==> src/rtl/nxm_scan_pkg.sv <==
// Shared types and helpers for the NxM matrix scan sequencer.
package nxm_scan_pkg;

    typedef enum logic [2:0] {
        IDLE      = 3'd0,
        DAC_START = 3'd1,
        DAC_WAIT  = 3'd2,
        SETTLE    = 3'd3,
        ADC_START = 3'd4,
        ADC_WAIT  = 3'd5,
        STORE     = 3'd6
    } state_e;

    localparam int unsigned DEF_ROWS     = 4;
    localparam int unsigned DEF_COLS     = 4;
    localparam int unsigned DEF_NSAMP    = 1;
    localparam int unsigned DEF_SETTLE_W = 8;

    // Index width for n entries; a single-entry field still needs one bit.
    function automatic int unsigned clog2_min1(input int unsigned n);
        return (n <= 2) ? 1 : $clog2(n);
    endfunction

endpackage

==> src/rtl/nxm_scan_counter.sv <==
// Nested sample/column/row counter; sample is the fastest-moving field.
module nxm_scan_counter
    import nxm_scan_pkg::*;
#(
    parameter int unsigned ROWS  = DEF_ROWS,
    parameter int unsigned COLS  = DEF_COLS,
    parameter int unsigned NSAMP = DEF_NSAMP,
    localparam int unsigned RW = clog2_min1(ROWS),
    localparam int unsigned CW = clog2_min1(COLS),
    localparam int unsigned SW = clog2_min1(NSAMP)
) (
    input  logic          clk_i,
    input  logic          rst_ni,
    input  logic          clr_i,
    input  logic          step_i,
    output logic [RW-1:0] row_o,
    output logic [CW-1:0] col_o,
    output logic [SW-1:0] sidx_o,
    output logic          last_sample_o,
    output logic          last_col_o,
    output logic          last_row_o
);

    localparam logic [RW-1:0] ROW_MAX  = RW'(ROWS - 1);
    localparam logic [CW-1:0] COL_MAX  = CW'(COLS - 1);
    localparam logic [SW-1:0] SAMP_MAX = SW'(NSAMP - 1);

    logic [RW-1:0] row_q, row_d;
    logic [CW-1:0] col_q, col_d;
    logic [SW-1:0] sidx_q, sidx_d;

    assign last_sample_o = (sidx_q == SAMP_MAX);
    assign last_col_o    = (col_q == COL_MAX);
    assign last_row_o    = (row_q == ROW_MAX);

    always_comb begin
        row_d  = row_q;
        col_d  = col_q;
        sidx_d = sidx_q;
        if (clr_i) begin
            row_d  = '0;
            col_d  = '0;
            sidx_d = '0;
        end else if (step_i) begin
            if (!last_sample_o) begin
                sidx_d = sidx_q + SW'(1);
            end else begin
                sidx_d = '0;
                if (!last_col_o) begin
                    col_d = col_q + CW'(1);
                end else begin
                    col_d = '0;
                    row_d = last_row_o ? '0 : row_q + RW'(1);
                end
            end
        end
    end

    always_ff @(posedge clk_i or negedge rst_ni) begin
        if (!rst_ni) begin
            row_q  <= '0;
            col_q  <= '0;
            sidx_q <= '0;
        end else begin
            row_q  <= row_d;
            col_q  <= col_d;
            sidx_q <= sidx_d;
        end
    end

    assign row_o  = row_q;
    assign col_o  = col_q;
    assign sidx_o = sidx_q;

endmodule

==> src/rtl/fsm_nxm_matrix_scan.sv <==
// Frame sequencer: program bias DAC once, then settle/convert/store each pixel
// of a ROWS x COLS array with NSAMP conversions per pixel.
module fsm_nxm_matrix_scan
    import nxm_scan_pkg::*;
#(
    parameter int unsigned ROWS     = DEF_ROWS,
    parameter int unsigned COLS     = DEF_COLS,
    parameter int unsigned NSAMP    = DEF_NSAMP,
    parameter int unsigned SETTLE_W = DEF_SETTLE_W,
    localparam int unsigned RW = clog2_min1(ROWS),
    localparam int unsigned CW = clog2_min1(COLS),
    localparam int unsigned SW = clog2_min1(NSAMP)
) (
    input  logic                clk_i,
    input  logic                rst_ni,
    input  logic                start_i,
    input  logic                cont_i,
    input  logic                abort_i,
    input  logic [SETTLE_W-1:0] settle_i,
    input  logic                eodac_i,
    input  logic                eoadc_i,
    output logic                stdac_o,
    output logic                stadc_o,
    output logic                sample_o,
    output logic [RW-1:0]       row_o,
    output logic [CW-1:0]       col_o,
    output logic [SW-1:0]       sidx_o,
    output logic                frame_done_o,
    output logic                busy_o,
    output logic                eos_o
);

    state_e              state_q, state_d;
    logic [SETTLE_W-1:0] settle_q, settle_d;
    logic                cnt_clr, cnt_step;
    logic                last_s, last_c, last_r, last_pixel;

    assign last_pixel = last_s & last_c & last_r;
    // Entering IDLE by any route (abort, frame end, bad encoding) zeroes the indices.
    assign cnt_clr    = (state_d == IDLE);
    assign cnt_step   = (state_q == STORE);

    nxm_scan_counter #(
        .ROWS (ROWS),
        .COLS (COLS),
        .NSAMP(NSAMP)
    ) u_counter (
        .clk_i        (clk_i),
        .rst_ni       (rst_ni),
        .clr_i        (cnt_clr),
        .step_i       (cnt_step),
        .row_o        (row_o),
        .col_o        (col_o),
        .sidx_o       (sidx_o),
        .last_sample_o(last_s),
        .last_col_o   (last_c),
        .last_row_o   (last_r)
    );

    always_ff @(posedge clk_i or negedge rst_ni) begin
        if (!rst_ni) begin
            state_q  <= IDLE;
            settle_q <= '0;
        end else begin
            state_q  <= state_d;
            settle_q <= settle_d;
        end
    end

    always_comb begin
        state_d = state_q;
        unique case (state_q)
            IDLE:      if (start_i) state_d = DAC_START;
            DAC_START: state_d = DAC_WAIT;
            DAC_WAIT:  if (eodac_i) state_d = SETTLE;
            SETTLE:    if (settle_q == '0) state_d = ADC_START;
            ADC_START: state_d = ADC_WAIT;
            ADC_WAIT:  if (eoadc_i) state_d = STORE;
            STORE: begin
                if (!last_s || !last_c) state_d = ADC_START;
                else if (!last_r)       state_d = SETTLE;
                else if (cont_i)        state_d = SETTLE;
                else                    state_d = IDLE;
            end
            default:   state_d = IDLE;
        endcase
        if (abort_i) state_d = IDLE;

        settle_d = settle_q;
        if (state_q == SETTLE && settle_q != '0) settle_d = settle_q - SETTLE_W'(1);
        if (state_d == SETTLE && state_q != SETTLE) settle_d = settle_i;
        if (state_d == IDLE) settle_d = '0;
    end

    always_comb begin
        stdac_o      = (state_q == DAC_START);
        stadc_o      = (state_q == ADC_START);
        sample_o     = (state_q == STORE);
        frame_done_o = (state_q == STORE) && last_pixel && !abort_i;
        busy_o       = (state_q != IDLE);
        eos_o        = (state_q == IDLE);
    end

endmodule

==> config.mk <==
export PLATFORM = sky130hd
export DESIGN_NAME = fsm_nxm_matrix_scan
export DESIGN_NICKNAME = d
export VERILOG_FILES = /design/src/rtl/nxm_scan_pkg.sv /design/src/rtl/nxm_scan_counter.sv /design/src/rtl/fsm_nxm_matrix_scan.sv
export SDC_FILE = /design/constraint.sdc
export NUM_CORES = 1
export LEC_CHECK = 0
export ABC_AREA = 0
export ABC_CLOCK_PERIOD_IN_PS = 4230
export CORE_MARGIN = 5
export CORE_UTILIZATION = 52
export DETAILED_ROUTE_END_ITERATION = 10
export PLACE_DENSITY = 0.83
export SLEW_MARGIN = 10
export SYNTH_ARGS = -nofsm -noshare
export SYNTH_HDL_FRONTEND = slang
export SYNTH_SLANG_ARGS = --single-unit
==> constraint.sdc <==
create_clock -name clk_i -period 4.23 [get_ports clk_i]
set_input_delay 0.846 -clock clk_i [delete_from_list [all_inputs] [get_ports clk_i]]
set_output_delay 0.846 -clock clk_i [all_outputs]
set_load 0.02 [all_outputs]
### After elaboration in Yosys (flattened, before gate mapping)

Index checks and enable logic that the tools add are counted.

| cells by class | value |
|---|---|
| $add $sub $neg | 4 |
| equal/unequal tests | 11 |
| muxes and demuxes | 24 |
| bitwise logic cells | 3 |
| reduce and logical (&&, ||, !) cells | 17 |

Operators with widths:

| kind | count |
|---|---|
| 8-bit two-way mux | 3 |
| 2-bit two-way mux | 11 |
| 3-bit case mux with 7 select lines | 1 |
| 3-bit two-way mux | 6 |
| 3-bit by 2-bit equality test with 1-bit output (second input constant) | 3 |
| 3-bit equality test (second input constant) | 3 |
| 8-bit zero test | 1 |
| 8-bit nonzero test | 1 |
| 8-bit by 1-bit subtractor with 8-bit output (second input constant) | 1 |
| 3-bit zero test | 2 |
| 3-bit nonzero test | 2 |
| 2-bit by 1-bit adder with 2-bit output (second input constant) | 2 |
| 2-bit equality test (second input constant) | 2 |
| 1-bit logical AND | 4 |
| 2-bit nonzero test | 2 |
| 3-bit by 1-bit equality test with 1-bit output (second input constant) | 1 |
| 1-bit two-way mux | 3 |
| 3-bit by 2-bit inequality test with 1-bit output (second input constant) | 1 |
| 3-bit AND reduction | 1 |
| 1-bit AND | 2 |
| 1-bit zero test | 2 |
| 2-bit inequality test (second input constant) | 1 |
| 2-bit AND reduction | 1 |
| 1-bit adder (second input constant) | 1 |
| other kinds (2) | 2 |

| word-level totals | value |
|---|---|
| register bits after elaboration | 16 |
| word-level logic and storage cells | 64 |

### Depth between registers and ports, before layout

| logic depth | value |
|---|---|
| depth in word-level cells | 10 |
| gate-level depth with buffers | 8 |

### Cells and area by module

From an unflattened synthesis, not the netlist that was laid out.

| unflattened totals | value |
|---|---|
| cells, all modules | 109 |
| area, all modules | 1,059.8 µm² |

Modules (own cells, without submodules):

| module | instances | cells an instance | area an instance (µm²) | seq. area each (µm²) |
|---|---|---|---|---|
| fsm_nxm_matrix_scan | 1 | 87 | 829.5 | 275.3 |
| nxm_scan_counter | 1 | 22 | 230.2 | 100.1 |

### Worst setup path after synthesis

OpenSTA, ideal clock, no wires.

| timing path | value |
|---|---|
| path type | reg2out |
| start point | register u_counter.col_q[0], in the netlist u_counter.col_o[0] |
| end point | output frame_done_o |
| arrival time | 1.422 ns |
| path slack | 1.962 ns |
| stages on the path, launching flop included | 4 |
| buffers on the path | 0 |
| cell sequence | dfrtp_1 ha_1 nand2_1 nor3b_1 |

| between the ends | value |
|---|---|
| cells in the longest elaborated chain, start to end | 5 |

RTL lines:

| item | line | RTL |
|---|---|---|
| start: declaration | nxm_scan_counter.sv:29 | `logic [CW-1:0] col_q, col_d;` |
| start signal: assignment | nxm_scan_counter.sv:66 | `col_q <= col_d;` |
| 2-bit equality test | nxm_scan_counter.sv:33 | `assign last_col_o = (col_q == COL_MAX);` |
| 1-bit AND (2 in a row) | fsm_nxm_matrix_scan.sv:38 | `assign last_pixel = last_s & last_c & last_r;` |
| 1-bit logical AND (2 in a row) | fsm_nxm_matrix_scan.sv:99 | `frame_done_o = (state_q == STORE) && last_pixel && !abort_i;` |
| end: declaration | fsm_nxm_matrix_scan.sv:28 | `output logic frame_done_o,` |

No other way between the ends.

### Worst setup path in the final report

| timing path | value |
|---|---|
| start point | register state_q[0] |
| end point | output frame_done_o |

| between the ends | value |
|---|---|
| cells in the longest elaborated chain, start to end | 3 |

RTL lines:

| item | line | RTL |
|---|---|---|
| start: declaration | fsm_nxm_matrix_scan.sv:33 | `state_e state_q, state_d;` |
| start signal: assignment | fsm_nxm_matrix_scan.sv:65 | `state_q <= state_d;` |
| 3-bit equality test | fsm_nxm_matrix_scan.sv:99 |  |
| 1-bit logical AND (2 in a row) | fsm_nxm_matrix_scan.sv:99 |  |

No other way between the ends.

==> results.md <==
- CTS Buf Count: 3
- CTS tree: done
- Clock Pin Slew Worst Setup and Hold Paths: 0.09 ns
- Final Cycle Share: 0.723
- F_max: 327 MHz
- Minimum clock period: 3.06 ns
- Setup bufs post-CTS: 0
- Sequential cell area: 375 um^2
- Synth area leaders: dfrtp_1 35%, mux2i_1 6.4%, ha_1 3.5%
- Setup TNS: 0 ns
- Hold crit path type: reg -> reg
- CP endpoint kind: output port
- DR vias: 959
- Grt ovf: 0
- CP startpoint kind: flip-flop
- Syn nets: 134
- Critical path cell sequence: nand3b_2 -> clkinv_2 -> nand2_1 -> nor3b_1 -> clkdlybuf4s50_1
- Layout cells sized above 1: 0.101
- Antenna-violating nets left: 0
- First-pass GRT wire length: 4.15 mm
- Non-Filler Instances: 165
- Slew of the pin with the lowest slew margin: 0.711 ns
- Post-Syn Instances: 116
- Largest net degree at the start of global routing: 16
- Slowest stage cell on the critical path: clkdlybuf4s50_1
- DRT iter0 DRCs: 22
- # diodes: 0
- Fill cells: 147
- VDD IR-drop max: 0.261 mV
- Clock Sinks: 15
- Most common cell after layout, fill and taps aside: clkdlybuf4s50_1
- Drt first pass iters: 4
- Flops & latches, synth: 15
- Cts hold-fix bufs: 0
- Post-synthesis instance area: 1090 um^2
- Cells after DPL: 161
- Seq/Total Area, Yosys: 0.345
- Hold Slack: 0.557 ns
- Via/cell ratio: 5.81
- Most frequent cells in the layout: 24 x clkdlybuf4s50_1, 15 x dfrtp_1, 10 x nor2_1
- Skew-Pair Late Insertion Delay: 0.29 ns
- Multi-input gate area: 632 um^2
- Detailed placement HPWL: 1.83 mm
- I/O Pins: 26
- Post-synthesis cell type count: 44
- Max_cap viols: 0
- Max transition margin: 0.524
- Core region area: 1980 um^2
- Antenna violations before repair: 0
- Req. time, crit path: 3.38 ns
- Wirelength per Cell: 14.7 um
- Leak: 0.589 nW
- Port buffer count: 24
- CP delay by family, top: buffers and inverters
- Clk_skew: 0.00132 ns
- Synthesis-to-layout area growth: 23.6%
- Crit Path Category: reg -> out
- Largest stage delay, worst path: 0.63 ns
- Die X: 55.7 um
- Worst Path Arrival: 2.21 ns
- Post-cts sizing count: 0
- Final nets: 157
- Fin. max-slew vios: 0
- Share of the synthesized area in the top cell type: 0.345
- P per Cell Area: 498 nW/um^2
- Clock Tree Root: clkbuf_4
- DRC viols: 0
- Die Height: 55.7 um
- H-tree Lvls: 1
- Critical path peak fanout: 13
- Die area: 3110 um^2
- Routed WL: 2.43 mm
- Area leader, netlist: dfrtp_1
- Synth warn: 0
- RD Place Congestion: 0.798
- Final hold viol count: 0
- WP buf/inv: 2
- Starting density of the core: 0.549
- Final setup viols: 0
- RSZ-0062 raised after global routing: no
- Status: complete, no violations
- Clk buf depth: 2
- Row count: 16
- Vias in the first global route: 982
- Mean Syn Cell Area: 9.37 um^2
- Tot GR Track Use: 0.166
-- synthesized netlist by cell type (all sizes together) --
master   instances
a21oi            4
or3b             1
buf              6
nor2b            2
clkinv           1
o21bai           1
nand4bb          1
a221o            1
a32o             1
nor4             1
nand3            5
nand2            7
nand4            2
a211oi           3
nor4bb           1
nor3b            4
and2b            1
a31o             2
a21bo            1
or3              1
inv              8
a31oi            3
nor2            10
a21boi           1
nor4b            1
nand2b           1
nor3             4
xor2             1
and3b            1
nand3b           2
conb             1
xnor2            4
dfrtp           15
o221ai           3
nand4b           1
ha               3
o21ai            1
mux2i            7
o22ai            3
-- cell type report --
cell class                 instances  area share
sequential                        15       0.279
inverter                           9      0.0261
timing repair buffer              24       0.179
tap                               27      0.0251
clock inverter                     1     0.00372
clock buffer                       3      0.0168
multi-input combinational         86       0.470
-- state kept, by name, summed over array words and instances, names as in the netlist --
signal           cells
u_counter.row_o      2
u_counter.col_o      2
state_q              3
settle_q             8
-- where the power goes --
| part | internal, mW | switching [mW] |
|---|---|---|
| sequential | 0.168 | 0.0483 |
| clock | 0.0353 | 0.0507 |
| combinational | 0.175 | 0.191 |
-- worst min-delay path: stages (launching register included) --
cell and delay [ns]:
dfrtp_1 0.41, nand2_1 0.06, a21oi_1 0.06
-- final timing paths --
kind	slack [ns]	endpoint	from	depth (start not counted)
worst max register to register	1.91	settle_q[2]	state_q[0]	6
max in group asynchronous	2.81	settle_q[3]	rst_ni	1
min in group asynchronous	0.97	u_counter.col_o[1]	rst_ni	1
worst min register to register	0.56	u_counter.row_o[1]	u_counter.row_o[1]	2
worst max-delay path	1.17	frame_done_o	state_q[0]	5
worst min-delay path	0.56	u_counter.row_o[1]	u_counter.row_o[1]	2
-- routing by layer --
| layer | up-vias | track usage | wire (um) |
|---|---|---|---|
| met5 | - | 0 | 0 |
| met4 | 0 | 0.0972 | 49 |
| met3 | 5 | 0.0325 | 131 |
| met2 | 30 | 0.272 | 1170 |
| met1 | 457 | 0.200 | 1070 |
| li1 | 467 | - | - |
-- kinds of logic after synthesis --
logic type,after synthesis,synth area share
mux,7,0.0644
flops,15,0.345
fa+ha+maj,3,0.0345
simple gates,46,0.261
other cells,1,0.00345
compound gates,24,0.177
xor+xnor,5,0.0403
buf+inv,15,0.0736
-- stage by stage --
| step | worst slack (ns) | area [um^2] | total power, mW | util |
|---|---|---|---|---|
| 4_1_cts | 1.17 | 1340 | 0.670 | 0.678 |
| 3_5_place_dp | 1.25 | 1320 | 0.582 | 0.664 |
| 6_report | 1.17 | 1340 | 0.669 | 0.678 |
| 2_1_floorplan | 1.96 | 1090 | 0.487 | - |
| 3_3_place_gp | 1.26 | 1320 | 0.565 | 0.664 |
| 5_1_grt | 1.03 | 1340 | 0.717 | 0.678 |
Note: power is estimated with default switching activity, not from simulation.
